===== src/rtl/teta_update.sv =====
`timescale 1ns/1ps
// teta_update: one gradient step on a weight vector, one element per cycle.
// teta[i] -= ((h - y) * x[i]) >>> LR_SHIFT, saturated to the element range.
module teta_update #(
    parameter int NUM_ELEMS  = 8,
    parameter int DATA_WIDTH = 8,
    parameter int LR_SHIFT   = 3,
    parameter int IDX_W      = 3
) (
    input  logic                              clk,
    input  logic                              reset,
    input  logic                              enable,
    input  logic                              in_valid,
    output logic                              in_ready,
    input  logic [0:NUM_ELEMS*DATA_WIDTH-1]   x,
    input  logic [0:NUM_ELEMS*DATA_WIDTH-1]   teta,
    input  logic [DATA_WIDTH-1:0]             h,
    input  logic [DATA_WIDTH-1:0]             y,
    output logic                              out_valid,
    input  logic                              out_ready,
    output logic [0:NUM_ELEMS*DATA_WIDTH-1]   teta_out,
    output logic                              sat_flag
);

    localparam int EW = DATA_WIDTH + 1;
    localparam int PW = EW + DATA_WIDTH;
    localparam int NW = PW + 1;

    localparam logic signed [NW-1:0] MAXV = NW'(2 ** (DATA_WIDTH - 1) - 1);
    localparam logic signed [NW-1:0] MINV = ~MAXV;
    localparam logic [IDX_W-1:0]     LAST = IDX_W'(NUM_ELEMS - 1);

    typedef logic signed [DATA_WIDTH-1:0] elem_t;
    typedef enum logic [1:0] {IDLE, CALC, DONE} state_t;

    state_t                state_q;
    logic [IDX_W-1:0]      idx_q;
    logic signed [EW-1:0]  err_q;
    elem_t                 x_q    [NUM_ELEMS];
    elem_t                 teta_q [NUM_ELEMS];
    elem_t                 tout_q [NUM_ELEMS];
    logic                  out_valid_q;
    logic                  sat_q;

    elem_t                 x_cur;
    elem_t                 t_cur;
    logic signed [EW-1:0]  err_d;
    logic signed [PW-1:0]  prod;
    logic signed [PW-1:0]  delta;
    logic signed [NW-1:0]  newv;
    elem_t                 new_e;
    logic                  sat;

    assign x_cur = x_q[idx_q];
    assign t_cur = teta_q[idx_q];
    assign err_d = EW'($signed(h)) - EW'($signed(y));

    // Widths are chosen so the product and difference can never wrap.
    always_comb begin
        prod  = PW'(err_q) * PW'(x_cur);
        delta = prod >>> LR_SHIFT;
        newv  = NW'(t_cur) - NW'(delta);
        sat   = 1'b0;
        new_e = DATA_WIDTH'(newv);
        if (newv > MAXV) begin
            sat   = 1'b1;
            new_e = DATA_WIDTH'(MAXV);
        end else if (newv < MINV) begin
            sat   = 1'b1;
            new_e = DATA_WIDTH'(MINV);
        end
    end

    always_ff @(posedge clk or negedge reset) begin
        if (!reset) begin
            state_q     <= IDLE;
            idx_q       <= '0;
            err_q       <= '0;
            out_valid_q <= 1'b0;
            sat_q       <= 1'b0;
            for (int i = 0; i < NUM_ELEMS; i++) begin
                x_q[i]    <= '0;
                teta_q[i] <= '0;
                tout_q[i] <= '0;
            end
        end else begin
            unique case (state_q)
                IDLE: begin
                    if (in_valid) begin
                        for (int i = 0; i < NUM_ELEMS; i++) begin
                            x_q[i]    <= x[i*DATA_WIDTH +: DATA_WIDTH];
                            teta_q[i] <= teta[i*DATA_WIDTH +: DATA_WIDTH];
                        end
                        err_q   <= err_d;
                        sat_q   <= 1'b0;
                        idx_q   <= '0;
                        state_q <= CALC;
                    end
                end
                CALC: begin
                    if (enable) begin
                        tout_q[idx_q] <= new_e;
                        sat_q         <= sat_q | sat;
                        idx_q         <= idx_q + 1'b1;
                        if (idx_q == LAST) begin
                            idx_q       <= '0;
                            out_valid_q <= 1'b1;
                            state_q     <= DONE;
                        end
                    end
                end
                DONE: begin
                    if (out_ready) begin
                        out_valid_q <= 1'b0;
                        state_q     <= IDLE;
                    end
                end
                default: state_q <= IDLE;
            endcase
        end
    end

    assign in_ready  = (state_q == IDLE);
    assign out_valid = out_valid_q;
    assign sat_flag  = sat_q;

    for (genvar g = 0; g < NUM_ELEMS; g++) begin : g_pack
        assign teta_out[g*DATA_WIDTH +: DATA_WIDTH] = tout_q[g];
    end

endmodule


===== config.mk =====
export PLATFORM = sky130hd
export DESIGN_NAME = teta_update
export DESIGN_NICKNAME = d
export VERILOG_FILES = /design/src/rtl/teta_update.sv
export SDC_FILE = /design/constraint.sdc
export NUM_CORES = 1
export LEC_CHECK = 0
export BUFFER_PORTS_ARGS = -buffer_cell sky130_fd_sc_hd__buf_4
export CORE_MARGIN = 2
export CORE_UTILIZATION = 45
export DETAILED_ROUTE_END_ITERATION = 7
export PLACE_DENSITY = 0.7
export SYNTH_ARGS = -nofsm -noshare
export SYNTH_HDL_FRONTEND = slang
export SYNTH_SLANG_ARGS = --single-unit

===== constraint.sdc =====
create_clock -name clk -period 9.91 [get_ports clk]
set_input_delay 0.991 -clock clk [delete_from_list [all_inputs] [get_ports clk]]
set_output_delay 0.991 -clock clk [all_outputs]
set_load 0.02 [all_outputs]

==> metrics.cfg <==
[run_status]
status=completed

[logic_synthesis]
synth.area.mux_share_pct=0.0788
synth_xor_area_share_pct=1.65
synth_edf_count=0
synth_area_leader_cell=dfrtp_1
ys_seq_elements=208
synthAdderAreaFrac_pct=15.1
ys_top_cells_by_count=nand2_1 (436), dfrtp_1 (208), inv_1 (108)
synth_compound_area_share_pct=13.6
ys_warn_count=0
synth_nets=1708
seq_area_frac_synth_pct=41.0
postSynthAreaPerCell_um2=8.80
synth_top_area_share_pct=41.0
synth_cells=1443
synth_top_family_by_area=simple AND/OR/NAND/NOR gates
async_reset_ff_share_pct=100
synth-simple-area-share_pct=23.4
synth_cell_types=64
synthesis.area_um2=12700
synth_area_leaders=dfrtp_1 (41%), nand2_1 (13%), fa_1 (9.9%)
synth_ff_type=dfrtp_1
synth_most_common_cell=nand2_1

[sta]
timing.setup.tns_ps=0
tightestPinTransition_ps=1180
setup_ws_ps=1000
finalCritPeriodShare_pct=89.9
rsz0062_at_grt=false
max-slew-margin-rel_pct=21.0
slew_viol_final=0
max_freq_ghz=0.112
hold_viol=0
layout_min_cycle_time_ps=8910
fin_skew_ps=8.74
setup_viol=0

[final_layout]
finalNetCount=1895
regArea_um2=5200
fill_cells=2525
stdcell_count=2025
area_growth_syn_to_layout_pct=21.3
drive_gt1_share_pct=17.6
multi_input_area_um2=6890
stdcell_area_um2=15400

[critical_path]
crit_chain=inv_1, nor3_2, a221oi_1, and3_1, or2_2, fa_1, fa_1, inv_1, fa_1, fa_1, ha_1, nor2b_1, o211ai_1, nand2_1, a21oi_1, xor2_1, ha_1, and2_1, a41o_1, or2_1, o31a_1, o22a_1, nor4_2, a211oi_1
slowest_delay_ps=810
crit_fanout=22
critPathKind=flip-flop to flip-flop
arrival_ps=9240
reg2reg_slack_ps=1000
critPathLaunchType=flip-flop
rr_worst_depth=24
crit_path_end_kind=flip-flop
cp_common_cell=fa_1
worst_ep_required_time_ps=10250
reg2reg_to=teta_out[53]$_DFFE_PN0P_
r2r-start=idx_q[1]$_DFFE_PN0P_
cpMaxStageDelayCell=nor4_2

[routing]
drt_iter0_drc=806
wire_per_inst_um=16.5
vias=10671
drt_wl_total_mm=33.5
drc=0
drt-pass1-iter-count=5
ant_nets=0
routed_via_density=5.27

[place]
io_buffers=215
dp_hpwl_mm=25.3
dpl.cell_count=1984
pre_cts_ws_ps=1100
place_area_um2=14700
gp_congestion=0.864

[clocking]
tritoncts=done
clk-insertion-delay-late_ps=500
postCtsSetupRepairBufs=0
cts_num_sinks=208
clkTransAtPathRegs_ps=60
ctsHoldBuffers=0
cts_made_buffers=22
cts_resized=0
cts.path.max_buffers=3
htree_levels=1
root_buffer=clkbuf_16

[worst_hold_path]
min_delay_path_depth=2
whs_endpoint=teta_q[17]$_DFFE_PN0P_
hp-start=teta_q[17]$_DFFE_PN0P_
worstHoldPathType=flip-flop to flip-flop

[global_routing]
overflow=0
antenna_found_initial=1
grt_pass1_vias=10289
track_usage_pct=22.7
grt_max_degree=125
grt_pass1_wl_mm=53.5

[floorplanning]
fp.coreArea_um2=27800
die-area_um2=29600
ios=216
rows=61
fp.dieW_um=172
floorplan.initialDensity_pct=45.7
die_h_um=172

[job]
maxCapViolCount=0

==> flip-flops by register name (all words and copies together) (netlist names) <==
register and flops:
teta_out 64, x_q 64, err_q 9, sat_flag 1, state_q 2, teta_q 64, idx_q 3, out_valid 1
==> worst max-delay path: cells and delay by family, from the launching register on <==
kind            cells  cell delay, ps
compound gates      7            1870
flops               1             610
fa+ha+maj           6            2720
buf+inv             2             280
simple gates        8            3070
xor+xnor            1             160
==> how the worst max path moves through the flow <==
| stage | startpoint | to | cells past startpoint |
|---|---|---|---|
| after floorplan | idx_q[2]$_DFFE_PN0P_ | teta_out[10]$_DFFE_PN0P_ | 29 |
| after global placement | idx_q[2]$_DFFE_PN0P_ | teta_out[53]$_DFFE_PN0P_ | 24 |
| after detailed placement | idx_q[2]$_DFFE_PN0P_ | teta_out[54]$_DFFE_PN0P_ | 24 |
| after CTS | idx_q[2]$_DFFE_PN0P_ | teta_out[53]$_DFFE_PN0P_ | 24 |
| after global routing | idx_q[2]$_DFFE_PN0P_ | teta_out[50]$_DFFE_PN0P_ | 24 |
| final | idx_q[1]$_DFFE_PN0P_ | teta_out[53]$_DFFE_PN0P_ | 24 |
==> metal layers <==
layer	global-route usage (%)	vias up	part of all wire, %
li1	-	5169	-
met1	32.6	5087	46
met2	36.4	364	45
met3	2.82	51	6.3
met4	6.03	0	2.7
met5	0	-	0
==> placed cells by master, fill, tap and decap left out, types with 12 or more instances in the layout <==
cell type and count:
nand2_1 435, buf_4 226, dfrtp_1 208, inv_1 108, nor2_1 101, fa_1 63
a211oi_1 60, a22oi_1 58, ha_1 53, nor2b_1 34, a21oi_1 34, o21ai_0 23
clkbuf_16 23, nand3_1 22, xnor2_1 17, nand2b_1 15, and2_1 13, nand4_1 12
==> cell families (layout without fill, tap and decap cells) <==
group	count (synthesis)	after routing
muxes	1	1
and+or+nand+nor	680	680
xor gates and xnor gates	24	24
other	0	1
adders and majority gates	116	116
DFF	208	208
AOI/OAI and AO/OA	241	241
buffers and inverters	173	376
==> cell type report <==
type | count | share of cell area [%]
antenna | 1 | 0.0162
clock buffer | 35 | 4.35
clock inverter | 5 | 0.365
inverter | 109 | 2.65
multi-input combinational | 1062 | 44.7
sequential | 208 | 33.8
tap | 378 | 3.07
timing repair buffer | 227 | 11.1
==> stage by stage <==
step	utilization [%]	hold WS, ps
CTS	55.5	478
global route	55.5	495
floorplan	-	446
finish	55.5	475
global placement	52.9	458
detailed placement	52.9	463
Power is left out: the tool's default activity adds up to more than one toggle a clock period on the data nets, which glitch-free logic cannot reach.
